## src/rtl/msgPass_config_pkg.sv

```systemverilog
// Purpose : shared buffer geometry for the message-passing buffer plus the per-port request record.
// Latency : n/a (types and constants only).
// Backpr. : n/a.
package msgPass_config_pkg;

  localparam int MSGPASS_BUFF_ADDR_WIDTH  = 8;
  localparam int MSGPASS_BUFF_RDATA_WIDTH = 32;

  // One operation presented to a buffer port in a given cycle.
  typedef struct packed {
    logic                                valid;
    logic [MSGPASS_BUFF_ADDR_WIDTH-1:0]  addr;
    logic [MSGPASS_BUFF_RDATA_WIDTH-1:0] data;
    logic                                is_write;
  } msgpass_port_req_t;

endpackage

```

## src/rtl/msgpass_buff_access_ctrl_pkg.sv

```systemverilog
// Purpose : local aliases and the request-builder helper for the buffer access controller.
// Latency : n/a (types and functions only).
// Backpr. : n/a.
package msgpass_buff_access_ctrl_pkg;

  import msgPass_config_pkg::*;

  localparam int AW = MSGPASS_BUFF_ADDR_WIDTH;
  localparam int DW = MSGPASS_BUFF_RDATA_WIDTH;

  typedef logic [AW-1:0] addr_t;
  typedef logic [DW-1:0] data_t;

  // Folds the accepted write/read of one client into a single port request.
  // The ready logic never accepts both on the same port, so the write simply wins the mux.
  function automatic msgpass_port_req_t make_req(input logic  wr_acc,
                                                 input addr_t wr_addr,
                                                 input data_t wr_data,
                                                 input logic  rd_acc,
                                                 input addr_t rd_addr);
    msgpass_port_req_t req;
    req.valid    = wr_acc | rd_acc;
    req.is_write = wr_acc;
    req.addr     = wr_acc ? wr_addr : rd_addr;
    req.data     = wr_acc ? wr_data : '0;
    return req;
  endfunction

endpackage

```

## src/rtl/msgpass_buff_access_ctrl_if.sv

```systemverilog
// Purpose : client-side write, read-request and read-response channels for clients a and b.
// Latency : n/a (wiring only).
// Backpr. : valid/ready on the write and read-request channels; read responses cannot be stalled.
interface msgpass_buff_access_ctrl_if;

  import msgpass_buff_access_ctrl_pkg::*;

  logic  wr_valid_a_i, wr_ready_a_o;
  addr_t wr_addr_a_i;
  data_t wr_data_a_i;
  logic  wr_valid_b_i, wr_ready_b_o;
  addr_t wr_addr_b_i;
  data_t wr_data_b_i;

  logic  rd_valid_a_i, rd_ready_a_o;
  addr_t rd_addr_a_i;
  logic  rd_valid_b_i, rd_ready_b_o;
  addr_t rd_addr_b_i;

  logic  rd_rvalid_a_o, rd_rvalid_b_o;
  data_t rd_rdata_a_o, rd_rdata_b_o;

  // Controller side.
  modport slave (
    input  wr_valid_a_i, wr_addr_a_i, wr_data_a_i,
    input  wr_valid_b_i, wr_addr_b_i, wr_data_b_i,
    input  rd_valid_a_i, rd_addr_a_i, rd_valid_b_i, rd_addr_b_i,
    output wr_ready_a_o, wr_ready_b_o, rd_ready_a_o, rd_ready_b_o,
    output rd_rvalid_a_o, rd_rdata_a_o, rd_rvalid_b_o, rd_rdata_b_o
  );

  // Client side.
  modport master (
    output wr_valid_a_i, wr_addr_a_i, wr_data_a_i,
    output wr_valid_b_i, wr_addr_b_i, wr_data_b_i,
    output rd_valid_a_i, rd_addr_a_i, rd_valid_b_i, rd_addr_b_i,
    input  wr_ready_a_o, wr_ready_b_o, rd_ready_a_o, rd_ready_b_o,
    input  rd_rvalid_a_o, rd_rdata_a_o, rd_rvalid_b_o, rd_rdata_b_o
  );

endinterface

```

## src/rtl/msgpass_port_issue.sv

```systemverilog
// Purpose : registers one accepted operation onto a buffer port and tracks the read response.
// Latency : write strobe 1 cycle after acceptance; read response 2 cycles after acceptance.
// Backpr. : none; one request per cycle is always absorbed.
// Ports   : clk_i/rstn; i_req (accepted op); i_buff_rdata (buffer registered read data);
//           o_buff_wen (active low), o_buff_waddr/wdata/raddr; o_rvalid/o_rdata (client response).
module msgpass_port_issue
  import msgPass_config_pkg::*;
  import msgpass_buff_access_ctrl_pkg::*;
(
  input  logic              clk_i,
  input  logic              rstn,
  input  msgpass_port_req_t i_req,
  input  data_t             i_buff_rdata,
  output logic              o_buff_wen,
  output addr_t             o_buff_waddr,
  output data_t             o_buff_wdata,
  output addr_t             o_buff_raddr,
  output logic              o_rvalid,
  output data_t             o_rdata
);

  logic  r_wen;
  addr_t r_waddr;
  data_t r_wdata;
  addr_t r_raddr;
  logic  r_rd_issue;  // read address is on the buffer this cycle
  logic  r_rd_s1;     // buffer read data is valid this cycle
  logic  r_rvalid;
  data_t r_rdata;

  logic w_is_wr;
  logic w_is_rd;

  assign w_is_wr = i_req.valid & i_req.is_write;
  assign w_is_rd = i_req.valid & ~i_req.is_write;

  always_ff @(posedge clk_i or negedge rstn) begin
    if (!rstn) begin
      r_wen      <= 1'b1;
      r_waddr    <= '0;
      r_wdata    <= '0;
      r_raddr    <= '0;
      r_rd_issue <= 1'b0;
      r_rd_s1    <= 1'b0;
      r_rvalid   <= 1'b0;
      r_rdata    <= '0;
    end else begin
      // Strobe is one cycle wide because it is recomputed from each cycle's request.
      r_wen <= ~w_is_wr;
      if (w_is_wr) begin
        r_waddr <= i_req.addr;
        r_wdata <= i_req.data;
      end
      if (w_is_rd) begin
        r_raddr <= i_req.addr;
      end
      r_rd_issue <= w_is_rd;
      r_rd_s1    <= r_rd_issue;
      r_rvalid   <= r_rd_s1;
      // Capture here so back-to-back reads each return their own word.
      if (r_rd_s1) begin
        r_rdata <= i_buff_rdata;
      end
    end
  end

  assign o_buff_wen   = r_wen;
  assign o_buff_waddr = r_waddr;
  assign o_buff_wdata = r_wdata;
  assign o_buff_raddr = r_raddr;
  assign o_rvalid     = r_rvalid;
  assign o_rdata      = r_rdata;

endmodule

```

## src/rtl/msgpass_buff_access_ctrl.sv

```systemverilog
// Purpose : arbitrates two clients onto a dual-port buffer; resolves same-address write collisions.
// Latency : write strobe 1 cycle after acceptance; read response 2 cycles after acceptance.
// Backpr. : ready is combinational from current valid/address and registered priority; reads yield to writes.
// Ports   : clk_i/rstn; bus (client channels a/b, slave side); buff_*_portA/B (buffer drive and read data);
//           conflict_cnt_o (saturating count of resolved write collisions).
module msgpass_buff_access_ctrl
  import msgPass_config_pkg::*;
  import msgpass_buff_access_ctrl_pkg::*;
#(
  parameter int CONFLICT_CNT_WIDTH = 16
) (
  input  logic                          clk_i,
  input  logic                          rstn,
  msgpass_buff_access_ctrl_if.slave     bus,
  output logic                          buff_wen_portA_o,
  output addr_t                         buff_waddr_portA_o,
  output data_t                         buff_wdata_portA_o,
  output addr_t                         buff_raddr_portA_o,
  input  data_t                         buff_rdata_portA_i,
  output logic                          buff_wen_portB_o,
  output addr_t                         buff_waddr_portB_o,
  output data_t                         buff_wdata_portB_o,
  output addr_t                         buff_raddr_portB_o,
  input  data_t                         buff_rdata_portB_i,
  output logic [CONFLICT_CNT_WIDTH-1:0] conflict_cnt_o
);

  logic                          r_prio_b;
  logic [CONFLICT_CNT_WIDTH-1:0] r_conflict_cnt;

  logic w_collision;
  logic w_wr_ready_a, w_wr_ready_b;
  logic w_wr_acc_a, w_wr_acc_b;
  logic w_haz_a, w_haz_b;
  logic w_rd_ready_a, w_rd_ready_b;
  logic w_rd_acc_a, w_rd_acc_b;

  msgpass_port_req_t w_req_a, w_req_b;

  assign w_collision = bus.wr_valid_a_i & bus.wr_valid_b_i &
                       (bus.wr_addr_a_i == bus.wr_addr_b_i);

  // Collision loser is held off; otherwise both write channels are open.
  assign w_wr_ready_a = rstn & ~(w_collision &  r_prio_b);
  assign w_wr_ready_b = rstn & ~(w_collision & ~r_prio_b);
  assign w_wr_acc_a   = bus.wr_valid_a_i & w_wr_ready_a;
  assign w_wr_acc_b   = bus.wr_valid_b_i & w_wr_ready_b;

  // A read of an address being written this cycle would see stale data; hold it one cycle.
  assign w_haz_a = (w_wr_acc_a & (bus.rd_addr_a_i == bus.wr_addr_a_i)) |
                   (w_wr_acc_b & (bus.rd_addr_a_i == bus.wr_addr_b_i));
  assign w_haz_b = (w_wr_acc_a & (bus.rd_addr_b_i == bus.wr_addr_a_i)) |
                   (w_wr_acc_b & (bus.rd_addr_b_i == bus.wr_addr_b_i));

  // A pending write owns its port for the cycle.
  assign w_rd_ready_a = rstn & ~bus.wr_valid_a_i & ~w_haz_a;
  assign w_rd_ready_b = rstn & ~bus.wr_valid_b_i & ~w_haz_b;
  assign w_rd_acc_a   = bus.rd_valid_a_i & w_rd_ready_a;
  assign w_rd_acc_b   = bus.rd_valid_b_i & w_rd_ready_b;

  assign bus.wr_ready_a_o = w_wr_ready_a;
  assign bus.wr_ready_b_o = w_wr_ready_b;
  assign bus.rd_ready_a_o = w_rd_ready_a;
  assign bus.rd_ready_b_o = w_rd_ready_b;

  // A collision always resolves in its own cycle, so flip priority and count on every one.
  always_ff @(posedge clk_i or negedge rstn) begin
    if (!rstn) begin
      r_prio_b       <= 1'b0;
      r_conflict_cnt <= '0;
    end else if (w_collision) begin
      r_prio_b <= ~r_prio_b;
      if (r_conflict_cnt != {CONFLICT_CNT_WIDTH{1'b1}}) begin
        r_conflict_cnt <= r_conflict_cnt + CONFLICT_CNT_WIDTH'(1);
      end
    end
  end

  assign conflict_cnt_o = r_conflict_cnt;

  assign w_req_a = make_req(w_wr_acc_a, bus.wr_addr_a_i, bus.wr_data_a_i, w_rd_acc_a, bus.rd_addr_a_i);
  assign w_req_b = make_req(w_wr_acc_b, bus.wr_addr_b_i, bus.wr_data_b_i, w_rd_acc_b, bus.rd_addr_b_i);

  msgpass_port_issue u_issue_a (
    .clk_i        (clk_i),
    .rstn         (rstn),
    .i_req        (w_req_a),
    .i_buff_rdata (buff_rdata_portA_i),
    .o_buff_wen   (buff_wen_portA_o),
    .o_buff_waddr (buff_waddr_portA_o),
    .o_buff_wdata (buff_wdata_portA_o),
    .o_buff_raddr (buff_raddr_portA_o),
    .o_rvalid     (bus.rd_rvalid_a_o),
    .o_rdata      (bus.rd_rdata_a_o)
  );

  msgpass_port_issue u_issue_b (
    .clk_i        (clk_i),
    .rstn         (rstn),
    .i_req        (w_req_b),
    .i_buff_rdata (buff_rdata_portB_i),
    .o_buff_wen   (buff_wen_portB_o),
    .o_buff_waddr (buff_waddr_portB_o),
    .o_buff_wdata (buff_wdata_portB_o),
    .o_buff_raddr (buff_raddr_portB_o),
    .o_rvalid     (bus.rd_rvalid_b_o),
    .o_rdata      (bus.rd_rdata_b_o)
  );

endmodule

```

## src/flat_wrapper.sv

```systemverilog
// flat-port wrapper written by rule: the top's interface ports become plain ports
module msgpass_buff_access_ctrl_flat import msgPass_config_pkg::*; import msgpass_buff_access_ctrl_pkg::*;
#(
  parameter int CONFLICT_CNT_WIDTH = 16
)
  (clk_i, rstn, buff_wen_portA_o, buff_waddr_portA_o, buff_wdata_portA_o, buff_raddr_portA_o, buff_rdata_portA_i, buff_wen_portB_o, buff_waddr_portB_o, buff_wdata_portB_o, buff_raddr_portB_o, buff_rdata_portB_i, conflict_cnt_o, bus_wr_valid_a_i, bus_wr_addr_a_i, bus_wr_data_a_i, bus_wr_valid_b_i, bus_wr_addr_b_i, bus_wr_data_b_i, bus_rd_valid_a_i, bus_rd_addr_a_i, bus_rd_valid_b_i, bus_rd_addr_b_i, bus_wr_ready_a_o, bus_wr_ready_b_o, bus_rd_ready_a_o, bus_rd_ready_b_o, bus_rd_rvalid_a_o, bus_rd_rdata_a_o, bus_rd_rvalid_b_o, bus_rd_rdata_b_o);
  msgpass_buff_access_ctrl_if bus_i ();
  input  logic clk_i;
  input  logic rstn;
  output logic buff_wen_portA_o;
  output addr_t buff_waddr_portA_o;
  output data_t buff_wdata_portA_o;
  output addr_t buff_raddr_portA_o;
  input  data_t buff_rdata_portA_i;
  output logic buff_wen_portB_o;
  output addr_t buff_waddr_portB_o;
  output data_t buff_wdata_portB_o;
  output addr_t buff_raddr_portB_o;
  input  data_t buff_rdata_portB_i;
  output logic [CONFLICT_CNT_WIDTH-1:0] conflict_cnt_o;
  input wire logic [$bits(bus_i.wr_valid_a_i)-1:0] bus_wr_valid_a_i;
  input wire logic [$bits(bus_i.wr_addr_a_i)-1:0] bus_wr_addr_a_i;
  input wire logic [$bits(bus_i.wr_data_a_i)-1:0] bus_wr_data_a_i;
  input wire logic [$bits(bus_i.wr_valid_b_i)-1:0] bus_wr_valid_b_i;
  input wire logic [$bits(bus_i.wr_addr_b_i)-1:0] bus_wr_addr_b_i;
  input wire logic [$bits(bus_i.wr_data_b_i)-1:0] bus_wr_data_b_i;
  input wire logic [$bits(bus_i.rd_valid_a_i)-1:0] bus_rd_valid_a_i;
  input wire logic [$bits(bus_i.rd_addr_a_i)-1:0] bus_rd_addr_a_i;
  input wire logic [$bits(bus_i.rd_valid_b_i)-1:0] bus_rd_valid_b_i;
  input wire logic [$bits(bus_i.rd_addr_b_i)-1:0] bus_rd_addr_b_i;
  output wire logic [$bits(bus_i.wr_ready_a_o)-1:0] bus_wr_ready_a_o;
  output wire logic [$bits(bus_i.wr_ready_b_o)-1:0] bus_wr_ready_b_o;
  output wire logic [$bits(bus_i.rd_ready_a_o)-1:0] bus_rd_ready_a_o;
  output wire logic [$bits(bus_i.rd_ready_b_o)-1:0] bus_rd_ready_b_o;
  output wire logic [$bits(bus_i.rd_rvalid_a_o)-1:0] bus_rd_rvalid_a_o;
  output wire logic [$bits(bus_i.rd_rdata_a_o)-1:0] bus_rd_rdata_a_o;
  output wire logic [$bits(bus_i.rd_rvalid_b_o)-1:0] bus_rd_rvalid_b_o;
  output wire logic [$bits(bus_i.rd_rdata_b_o)-1:0] bus_rd_rdata_b_o;
  assign bus_i.wr_valid_a_i = bus_wr_valid_a_i;
  assign bus_i.wr_addr_a_i = bus_wr_addr_a_i;
  assign bus_i.wr_data_a_i = bus_wr_data_a_i;
  assign bus_i.wr_valid_b_i = bus_wr_valid_b_i;
  assign bus_i.wr_addr_b_i = bus_wr_addr_b_i;
  assign bus_i.wr_data_b_i = bus_wr_data_b_i;
  assign bus_i.rd_valid_a_i = bus_rd_valid_a_i;
  assign bus_i.rd_addr_a_i = bus_rd_addr_a_i;
  assign bus_i.rd_valid_b_i = bus_rd_valid_b_i;
  assign bus_i.rd_addr_b_i = bus_rd_addr_b_i;
  assign bus_wr_ready_a_o = bus_i.wr_ready_a_o;
  assign bus_wr_ready_b_o = bus_i.wr_ready_b_o;
  assign bus_rd_ready_a_o = bus_i.rd_ready_a_o;
  assign bus_rd_ready_b_o = bus_i.rd_ready_b_o;
  assign bus_rd_rvalid_a_o = bus_i.rd_rvalid_a_o;
  assign bus_rd_rdata_a_o = bus_i.rd_rdata_a_o;
  assign bus_rd_rvalid_b_o = bus_i.rd_rvalid_b_o;
  assign bus_rd_rdata_b_o = bus_i.rd_rdata_b_o;
  msgpass_buff_access_ctrl #(.CONFLICT_CNT_WIDTH(CONFLICT_CNT_WIDTH)) u_core (.clk_i(clk_i), .rstn(rstn), .bus(bus_i), .buff_wen_portA_o(buff_wen_portA_o), .buff_waddr_portA_o(buff_waddr_portA_o), .buff_wdata_portA_o(buff_wdata_portA_o), .buff_raddr_portA_o(buff_raddr_portA_o), .buff_rdata_portA_i(buff_rdata_portA_i), .buff_wen_portB_o(buff_wen_portB_o), .buff_waddr_portB_o(buff_waddr_portB_o), .buff_wdata_portB_o(buff_wdata_portB_o), .buff_raddr_portB_o(buff_raddr_portB_o), .buff_rdata_portB_i(buff_rdata_portB_i), .conflict_cnt_o(conflict_cnt_o));
endmodule
```

## config.mk

```make
export PLATFORM = sky130hd
export DESIGN_NAME = msgpass_buff_access_ctrl_flat
export DESIGN_NICKNAME = d
export VERILOG_FILES = /design/src/rtl/msgPass_config_pkg.sv /design/src/rtl/msgpass_buff_access_ctrl_pkg.sv /design/src/rtl/msgpass_buff_access_ctrl_if.sv /design/src/rtl/msgpass_port_issue.sv /design/src/rtl/msgpass_buff_access_ctrl.sv /design/src/flat_wrapper.sv
export SDC_FILE = /design/constraint.sdc
export NUM_CORES = 1
export LEC_CHECK = 0
export ABC_AREA = 1
export CORE_UTILIZATION = 42
export DETAILED_ROUTE_END_ITERATION = 7
export GPL_ROUTABILITY_DRIVEN = 0
export PLACE_DENSITY_LB_ADDON = 0.05
export SLEW_MARGIN = 20
export SYNTH_ARGS = -nofsm -noshare
export SYNTH_HDL_FRONTEND = slang
export SYNTH_SLANG_ARGS = --single-unit
```

## constraint.sdc

```tcl
create_clock -name clk_i -period 2.17 [get_ports clk_i]
set_input_delay 0.434 -clock clk_i [delete_from_list [all_inputs] [get_ports clk_i]]
set_output_delay 0.434 -clock clk_i [all_outputs]
set_load 0.03 [all_outputs]
```

Word level (Yosys, flattened, before mapping)
Index checks and enable logic that the tools add are counted. Widths: inputs -> output; s select.

Register bits: 185. Bits in latches: 0. Bits in writable memories: 0. ROM bits: 0. Bits of input ports: 166. Output and inout bits: 184. Logic and storage cells: 67. Memories kept: 0.

$add $sub $neg: 1. Multiply operators: 0. Divide/modulo/power cells: 0. $lt $le $gt $ge: 0. Equal/unequal tests: 6. Shift-type cells: 0. Muxes and demuxes: 4. Bitwise logic cells: 37. Reductions and logical operators: 1.

Operators with widths (count): $mux 32 (2); $eq 8x8->1 (5); $and 1x1->1 (22); $add 16x1->16 const B (1); $mux 8 (2); $ne 16x16->1 const B (1); $not 1->1 (11); $or 1x1->1 (4); $reduce_and 2->1 (1).

Depth between registers and ports, before layout
Gate-level depths: netlist of the first run.

Word-level depth: 14. Gate-level depth with buffers: 12. Depth with buffers taken out: 11.

Hierarchy
From an unflattened synthesis of the first run, not the netlist that was laid out.

Cell total of the unflattened synthesis: 1138. Area total of the unflattened synthesis: 8828.5 µm².

Modules (own cells, without submodules): msgpass_port_issue (instances 2, cells each 350, area an instance 3259.4 µm²); msgpass_buff_access_ctrl (instances 1, cells each 438, area an instance 2309.7 µm²).

Least setup slack after synthesis of the first run
No wires, ideal clock.

Path type: reg2reg. Start point: register u_core.r_conflict_cnt[0] (netlist: u_core.conflict_cnt_o[0]). End point: register u_core.r_conflict_cnt[2] (netlist: u_core.conflict_cnt_o[2]). Setup time: 139 ps. Data arrival time: 1799 ps. Required time: 2031 ps. Slack: 232 ps. Stages on the path, launching flop included: 8. Path buffers: 0. Clock period less this slack: 1938 ps. Cells stage by stage: dfrtp_1 > ha_1 > nand3_1 > nor3_2 > nand4_1 > o21ai_2 > nor2_1 > xor2_1.

Cells in the longest elaborated chain, start to end: 2.

Ends and longest elaborated chain: from (decl) (line msgpass_buff_access_ctrl.sv:29) `logic [CONFLICT_CNT_WIDTH-1:0] r_conflict_cnt;`; from (signal assigned) (line msgpass_buff_access_ctrl.sv:74) `r_conflict_cnt <= r_conflict_cnt + CONFLICT_CNT_WIDTH'(1);`; branches (longest 2 deep; another with $add 16x1->16).

Several ways; the timed one is not identified. A chain may end at the register's enable or synchronous reset.

Worst setup path after layout of the first run
Start point: input bus_wr_addr_b_i[1]. End point: output bus_rd_ready_a_o.

Cells in the longest elaborated chain, start to end: 10.

Ends and longest elaborated chain: from (decl) (line flat_wrapper.sv:25) `input wire logic [$bits(bus_i.wr_addr_b_i)-1:0] bus_wr_addr_b_i;`; $eq 8x8->1 (line msgpass_buff_access_ctrl.sv:41) `(bus.wr_addr_a_i == bus.wr_addr_b_i);`; $and 1x1->1 (line msgpass_buff_access_ctrl.sv:40) `assign w_collision = bus.wr_valid_a_i & bus.wr_valid_b_i &`; $and 1x1->1, on equally long branches (line msgpass_buff_access_ctrl.sv:44, msgpass_buff_access_ctrl.sv:45); $not 1->1, on equally long branches (line msgpass_buff_access_ctrl.sv:44, msgpass_buff_access_ctrl.sv:45); $and 1x1->1, on equally long branches (line msgpass_buff_access_ctrl.sv:44, msgpass_buff_access_ctrl.sv:45); $and 1x1->1, on equally long branches (line msgpass_buff_access_ctrl.sv:46, msgpass_buff_access_ctrl.sv:47); $and 1x1->1, on equally long branches (line msgpass_buff_access_ctrl.sv:50, msgpass_buff_access_ctrl.sv:51); $or 1x1->1 (*) (line msgpass_buff_access_ctrl.sv:50) `assign w_haz_a = (w_wr_acc_a & (bus.rd_addr_a_i == bus.wr_addr_a_i)) |`; $not 1->1 (*) (line msgpass_buff_access_ctrl.sv:56) `assign w_rd_ready_a = rstn & ~bus.wr_valid_a_i & ~w_haz_a;`; $and 1x1->1 (*) (line msgpass_buff_access_ctrl.sv:56); to (decl) (line flat_wrapper.sv:33) `output wire logic [$bits(bus_i.rd_ready_a_o)-1:0] bus_rd_ready_a_o;`.

Mark *: on every way between the ends. The rest lies on a longest branch, timed or not.

==> flow_summary_export.csv, run 1 <==
group,metric,value,unit
run_status,status,"finished, final reports clean",
global_routing,grt_pass1_wl,32.9,mm
route,ant_nets,0,
placed_design,port_buffers,349,
final_layout,area_growth_syn_to_layout,63.3,%
pwr,switching_share,31.2,%
clock_tree,numCtsBuffers,17,
sta,final-setup-viol-count,0,
setup_path,crit_chain,"buf_4, inv_2, nand2_2, nand2_2, nor2_1, nand2_1, buf_6, nor2_4, nand3_2, nand4_2, nand2_1, inv_1, buf_6",
floorplan,dieHeight,137,um
clock_tree,cts_tree,"done",
floorplan,std_cell_rows,49,
setup_path,slowest_stage,"nor2_4",
sta,fin_crit,2140,ps
final_layout,drive_gt1_share,18.1,%
route,first_iter_violations,323,
setup_path,critPathMaxStageDelay,140,ps
floorplan,core_area,0.0179,mm2
placed_design,hpwl,16.6,mm
floorplan,io_pins,350,
setup_path,worstPathArrival,1710,ps
pwr,p_clk_share,31.5,%
sta,max_clock_freq,466,MHz
global_routing,grt_usage,23.5,%
floorplan,start_util,42.8,%
setup_path,startpoint_type,"primary input",
route,detail_route.wirelength,22.3,mm
clock_tree,clockBufferDepth,2,
pwr,vdd_drop_max,571,uV
sta,fin_skew,13.4,ps
placed_design,dp_slack,-619,ps
setup_path,cp_top_family,"simple AND/OR/NAND/NOR gates",
route,route.detailed.drc,0,
global_routing,antenna_found_initial,1,
setup_path,crit_required,1740,ps
synth,synth_seq_cells,185,
synth,syn_area,0.00767,mm2
floorplan,die_x,137,um
floorplan,dieArea,0.0188,mm2
global_routing,grt_start_max_net_pins,181,
global_routing,grt_pass1_vias,6032,
clock_tree,root_buffer,"clkbuf_16",
clock_tree,clk_latency,430,ps
final_layout,nets,1317,
pwr,powerDensity,845,mW/mm2
sta,worst-slew-pin-transition,929,ps
setup_path,worst-path-buf-inv,5,
synth,synthesis.nets,912,
pwr,p_int,7.28,mW
global_routing,grt-ovfl-total,0,
placed_design,dp.cells,1347,
synth,yosysWarnings,0,
route,vias,6504,
route,via_per_inst,4.67,
pwr,p_leak,5.87,nW
sta,max_slew_margin,38.1,%
clock_tree,cts.sinks,185,
run,drv_cap,0,
setup_path,cp_max_fo,3,
setup_path,crit_path_end_kind,"output pin",
clock_tree,path_clk_slew,70,ps
final_layout,fin_cells,1393,
pwr,seqPwrFrac,39.3,%
setup_path,critical_path_class,"in -> out",
route,wl_per_cell,16.0,um
route,drt_pre_antenna_iters,4,
synth,seq_area_frac_synth,60.4,%
sta,fin_crit_sh,98.8,%
sta,final_max_slew_viol_count,0,
hold_path,hold_path.class,"in -> reg",
clock_tree,htreeDepth,4,
synth,syn_avg_cell_area,10.3,um2
sta,hold_viol_final,0,
sta,layout_setup_ws,26.3,ps
final_layout,n_fill_cell,1454,
pwr,p_switching,3.30,mW
synth,synth.distinct_cells,28,
pwr,combinationalPowerShare,29.2,%
synth,syn_inst,745,
flip-flops by register name, indices dropped and copies added (netlist names):
register / flops
u_core.u_issue_a.o_rvalid: 1
u_core.u_issue_b.o_buff_waddr: 8
u_core.u_issue_a.o_buff_wen: 1
u_core.u_issue_b.o_rvalid: 1
u_core.u_issue_a.r_rd_s1: 1
u_core.u_issue_b.o_buff_wdata: 32
u_core.r_prio_b: 1
u_core.u_issue_b.o_rdata: 32
u_core.u_issue_b.r_rd_s1: 1
u_core.u_issue_a.r_rd_issue: 1
u_core.u_issue_b.o_buff_wen: 1
u_core.u_issue_a.o_buff_raddr: 8
u_core.u_issue_a.o_rdata: 32
u_core.conflict_cnt_o: 16
u_core.u_issue_a.o_buff_waddr: 8
u_core.u_issue_a.o_buff_wdata: 32
u_core.u_issue_b.o_buff_raddr: 8
u_core.u_issue_b.r_rd_issue: 1
metal layers:
metal	vias up	track usage, %	wire, um
met5	-	0	0
met4	0	7.51	406
met3	27	6.63	1730
li1	3197	-	-
met1	3044	28.8	9030
met2	236	39.8	11200
repair_timing:
| action | CTS | global route |
|---|---|---|
| buffers inserted | 4 | 8 |
| endpoints found under the setup margin | 4 | 4 |
| pin swaps | 6 | 20 |
| hold endpoints to repair | 4 | 0 |
| gates resized for setup | 51 | 60 |
| hold buffers | 1 | 0 |
layout make-up:
cell class	instances	area [um2]	area share, %
Clock buffer	19	433	3.46
Sequential cell	185	4630	37.0
Antenna cell	1	2.50	0.0200
Tap cell	229	287	2.29
Clock inverter	13	195	1.56
Inverter	70	263	2.10
Multi-Input combinational cell	462	2700	21.6
Timing Repair Buffer	414	4010	32.0
kinds of logic (layout without fill, tap and decap cells):
family | after synthesis | in the layout | share of synthesized area [%]
mux | 64 | 64 | 9.40
other cells | 0 | 1 | 0
buf+inv | 98 | 516 | 5.19
simple gates | 303 | 303 | 16.9
xor+xnor | 34 | 34 | 3.88
compound gates | 60 | 60 | 4.08
flops | 185 | 185 | 60.4
fa+ha+maj | 1 | 1 | 0.163
final timing paths:
check / startpoint / endpoint / slack [ps] / cells past startpoint
min in group asynchronous: rstn / u_core.u_issue_b.o_buff_raddr[0] / 670 / 4
worst max register to register: u_core.conflict_cnt_o[0] / u_core.conflict_cnt_o[3] / 360 / 7
max in group asynchronous: rstn / u_core.u_issue_b.o_rdata[5] / 430 / 5
worst max-delay path: bus_wr_addr_b_i[1] / bus_rd_ready_a_o / 30 / 13
worst min-delay path: bus_rd_addr_b_i[2] / u_core.u_issue_b.o_buff_raddr[2] / 320 / 3
worst min register to register: u_core.u_issue_a.r_rd_issue / u_core.u_issue_a.r_rd_s1 / 350 / 0
placed cells by master, fill, tap and decap left out, types with 2 or more instances in the layout:
master / count
nor2_2: 2
a21oi_1: 3
clkdlybuf4s50_1: 311
nand2_1: 214
dlymetal6s2s_1: 11
dfstp_2: 2
clkbuf_1: 2
dfrtp_1: 183
nand4_1: 23
nand3_1: 7
nor2_1: 27
clkinv_4: 3
o21ai_0: 53
inv_2: 7
clkdlybuf4s15_1: 2
buf_12: 4
clkbuf_16: 17
dlygate4sd2_1: 7
nand3_2: 6
clkbuf_2: 6
o211ai_1: 2
nor3_1: 4
nand3b_1: 4
buf_6: 5
nand2_2: 9
inv_8: 2
xnor2_1: 5
buf_2: 4
xor2_1: 29
mux2_2: 64
inv_1: 63
bufinv_16: 4
buf_4: 62
clkinv_2: 2
synth_stat cells:
| library cell | instances | area, um2 |
|---|---|---|
| a21oi_1 | 3 | 15.0 |
| clkbuf_1 | 6 | 22.5 |
| buf_2 | 9 | 45.0 |
| dfstp_2 | 2 | 52.6 |
| mux2_2 | 64 | 721 |
| o21ai_2 | 1 | 8.76 |
| nor3_1 | 4 | 20.0 |
| o211ai_1 | 2 | 15.0 |
| buf_1 | 8 | 30.0 |
| xnor2_1 | 5 | 43.8 |
| inv_1 | 69 | 259 |
| xor2_1 | 29 | 254 |
| nand3_1 | 10 | 50.1 |
| a21oi_2 | 1 | 8.76 |
| nand4_1 | 23 | 144 |
| nor3_2 | 1 | 10.0 |
| buf_4 | 5 | 37.5 |
| nor3b_4 | 1 | 18.8 |
| nand3_2 | 4 | 40.0 |
| nand2_1 | 223 | 837 |
| nor2_1 | 30 | 113 |
| o21ai_0 | 53 | 265 |
| nand4_2 | 2 | 25.0 |
| dfrtp_1 | 183 | 4580 |
| ha_1 | 1 | 12.5 |
| nor4_1 | 1 | 6.26 |
| nand3b_1 | 4 | 30.0 |
| inv_2 | 1 | 3.75 |
worst min-delay path, cell delays in order:
cell,delay [ps]
dlymetal6s2s_1,140
nand4_1,90
nand2_1,50
power by group through the flow:
stage	Clock (mW)	Sequential (mW)	Combinational, mW
after global routing	3.53	4.22	3.27
after global placement	0	4.20	3.08
after detailed placement	0	4.22	3.10
final	3.33	4.16	3.09
after CTS	3.41	4.16	3.11
after floorplan	0	5.17	0.541
through the flow:
| step | TNS, ps | instance area, um2 | total power [mW] | hold WS (ps) | utilization [%] |
|---|---|---|---|---|---|
| global route | -66.9 | 12500 | 11.0 | 326 | 70.0 |
| finish | 0 | 12500 | 10.6 | 315 | 70.0 |
| detailed placement | -28450 | 11800 | 7.32 | 337 | 65.7 |
| CTS | 0 | 12400 | 10.7 | 349 | 69.4 |
| floorplan | 0 | 7670 | 5.71 | 138 | - |
| global placement | -24710 | 11800 | 7.29 | 332 | 65.7 |
Note: power is estimated with default switching activity, not from simulation.
==> run 2: changes to the inputs <==
--- a/config.mk
+++ b/config.mk
@@ -6,6 +6,7 @@
 export NUM_CORES = 1
 export LEC_CHECK = 0
 export ABC_AREA = 1
+export CORE_ASPECT_RATIO = 1.25
 export CORE_UTILIZATION = 42
 export DETAILED_ROUTE_END_ITERATION = 7
 export GPL_ROUTABILITY_DRIVEN = 0
==> flow_summary_export.csv, run 2 (same netlist as run 1, synthesis figures left out) <==
group,metric,value,unit
setup_path,r2r_start,"u_core.conflict_cnt_o[0]",
sta,final_max_slew_viol_count,0,
setup_path,reg2reg_depth,7,
global_routing,grt_pass1_wl,35.0,mm
route,route.detailed.drc,0,
setup_path,crit_path_frequent_cell,"buf_4",
setup_path,worstPathArrival,1700,ps
clock_tree,cts_tree,"done",
floorplan,core_area,0.0176,mm2
route,vias,6574,
clock_tree,cts.sinks,185,
sta,worst-slew-pin-transition,867,ps
final_layout,fin_area,0.0125,mm2
setup_path,critPathMaxStageDelay,270,ps
clock_tree,clk_latency,430,ps
hold_path,hold_path.class,"in -> async",
final_layout,postLayoutCoreUtil,70.8,%
placed_design,dp_slack,-605,ps
clock_tree,htreeDepth,4,
placed_design,dpl_cell_area,0.0118,mm2
sta,fin_crit,2140,ps
pwr,power,10.2,mW
final_layout,drive_gt1_share,17.7,%
final_layout,layout_common_cells,"309 x clkdlybuf4s50_1, 219 x nand2_1, 183 x dfrtp_1",
setup_path,crit_path_end_kind,"output pin",
setup_path,startpoint_type,"primary input",
pwr,combinationalPowerShare,30.3,%
global_routing,grt-ovfl-total,0,
sta,max_slew_margin,42.2,%
placed_design,hpwl,17.1,mm
sta,hold_viol_final,0,
sta,final-setup-viol-count,0,
sta,tns,0,ps
run_status,status,"finished, final reports clean",
pwr,powerDensity,821,mW/mm2
run,drv_cap,0,
setup_path,crit_required,1740,ps
setup_path,critical_path_class,"in -> out",
setup_path,r2r-end,"u_core.conflict_cnt_o[2]",
pwr,seqPwrFrac,40.5,%
route,first_iter_violations,360,
route,wl_per_cell,16.3,um
global_routing,antenna_found_initial,2,
pwr,p_clk_share,29.2,%
pwr,p_int,6.96,mW
pwr,p_leak,5.93,nW
sta,layout_setup_ws,35.0,ps
floorplan,dieArea,0.0188,mm2
route,detail_route.wirelength,22.8,mm
floorplan,io_pins,350,
clock_tree,path_clk_slew,70,ps
floorplan,die_x,123,um
global_routing,grt_pass1_vias,6514,
pwr,p_switching,3.29,mW
route,via_per_inst,4.71,
global_routing,grt_usage,24.9,%
route,drt_pre_antenna_iters,4,
setup_path,slowest_stage,"dlygate4sd2_1",
setup_path,crit_chain,"dlygate4sd2_1, xor2_1, nor2_1, buf_4, nor3b_4, a21oi_1, buf_4",
floorplan,std_cell_rows,54,
floorplan,dieHeight,153,um
setup_path,rrSetupSlack,330,ps
sta,fin_crit_sh,98.4,%
floorplan,start_util,43.5,%
final_layout,n_fill_cell,1407,
final_layout,area_growth_syn_to_layout,62.8,%
clock_tree,root_buffer,"clkbuf_16",
sta,fin_skew,10.3,ps
setup_path,cp_max_fo,3,
pwr,vdd_drop_max,477,uV
global_routing,grt_start_max_net_pins,168,
sta,rsz0062_at_grt,"true",
route,ant_nets,0,
clock_tree,clockBufferDepth,2,
placed_design,port_buffers,349,
pwr,switching_share,32.1,%
final_layout,final_common_cell,"clkdlybuf4s50_1",
final_layout,nets,1323,
clock_tree,numCtsBuffers,17,
sta,max_clock_freq,468,MHz
==> run 2: cell count changes in the layout (fill, tap and decap cells not counted), moves of 4 or more <==
cell	before	now
nand2_1	214	219
dlymetal6s2s_1	11	17
buf_4	62	69
buf_2	4	0
clkbuf_2	6	11
nand2_2	9	4
==> run 2: power by group through the flow <==
stage               Sequential [mW]  Clock [mW]  Combinational, mW
global route                   4.22        3.20               3.29
detailed placement             4.21           0               3.13
global placement               4.20           0               3.10
floorplan                      5.17           0              0.541
CTS                            4.15        3.06               3.14
finish                         4.15        2.99               3.11
==> run 2: critical path, delay by kind of cell <==
family,cells,cell delay [ps]
buffers and inverters,3,590
and+or+nand+nor,2,400
xor gates and xnor gates,1,180
AOI/OAI and AO/OA,1,100
==> run 2: worst max-delay path by stage <==
stage,startpoint,end,slack [ps],cells past startpoint
floorplan,u_core.conflict_cnt_o[0],u_core.conflict_cnt_o[2],230,7
global route,bus_wr_addr_a_i[4],bus_wr_ready_b_o,-20,7
CTS,bus_wr_addr_b_i[1],bus_rd_ready_b_o,2,12
global placement,bus_wr_addr_a_i[3],bus_wr_ready_a_o,-590,9
finish,bus_wr_addr_a_i[4],bus_wr_ready_a_o,30,7
detailed placement,bus_wr_addr_a_i[3],bus_wr_ready_a_o,-600,9
==> run 2: layer usage <==
metal	up-vias	global-route usage (%)	wire length, um
met1	3084	27.1	8630
met5	-	0	0
met4	0	10.1	718
li1	3209	-	-
met3	42	8.40	1820
met2	239	43.6	11600
==> run 2: per-stage QoR <==
stage	hold slack (ps)	std cells
after floorplan	138	745
after global placement	333	1348
after detailed placement	342	1348
after CTS	29.8	1391
after global routing	30.2	1395
final	35.3	1395
==> run 2: cell type report <==
class	instances	area, um2	share of cell area, %
tap	224	280	2.25
timing repair buffer	420	4060	32.5
inverter	70	263	2.11
antenna	2	5.00	0.0401
multi-input combinational	462	2680	21.4
clock buffer	20	447	3.58
sequential	185	4630	37.1
clock inverter	12	118	0.942
==> run 2: repair_timing <==
action                     CTS  global route
hold buffers                 0             0
resized for setup           42            46
pin swaps                   12            21
buffers inserted            11             2
setup endpoints to repair    4             5
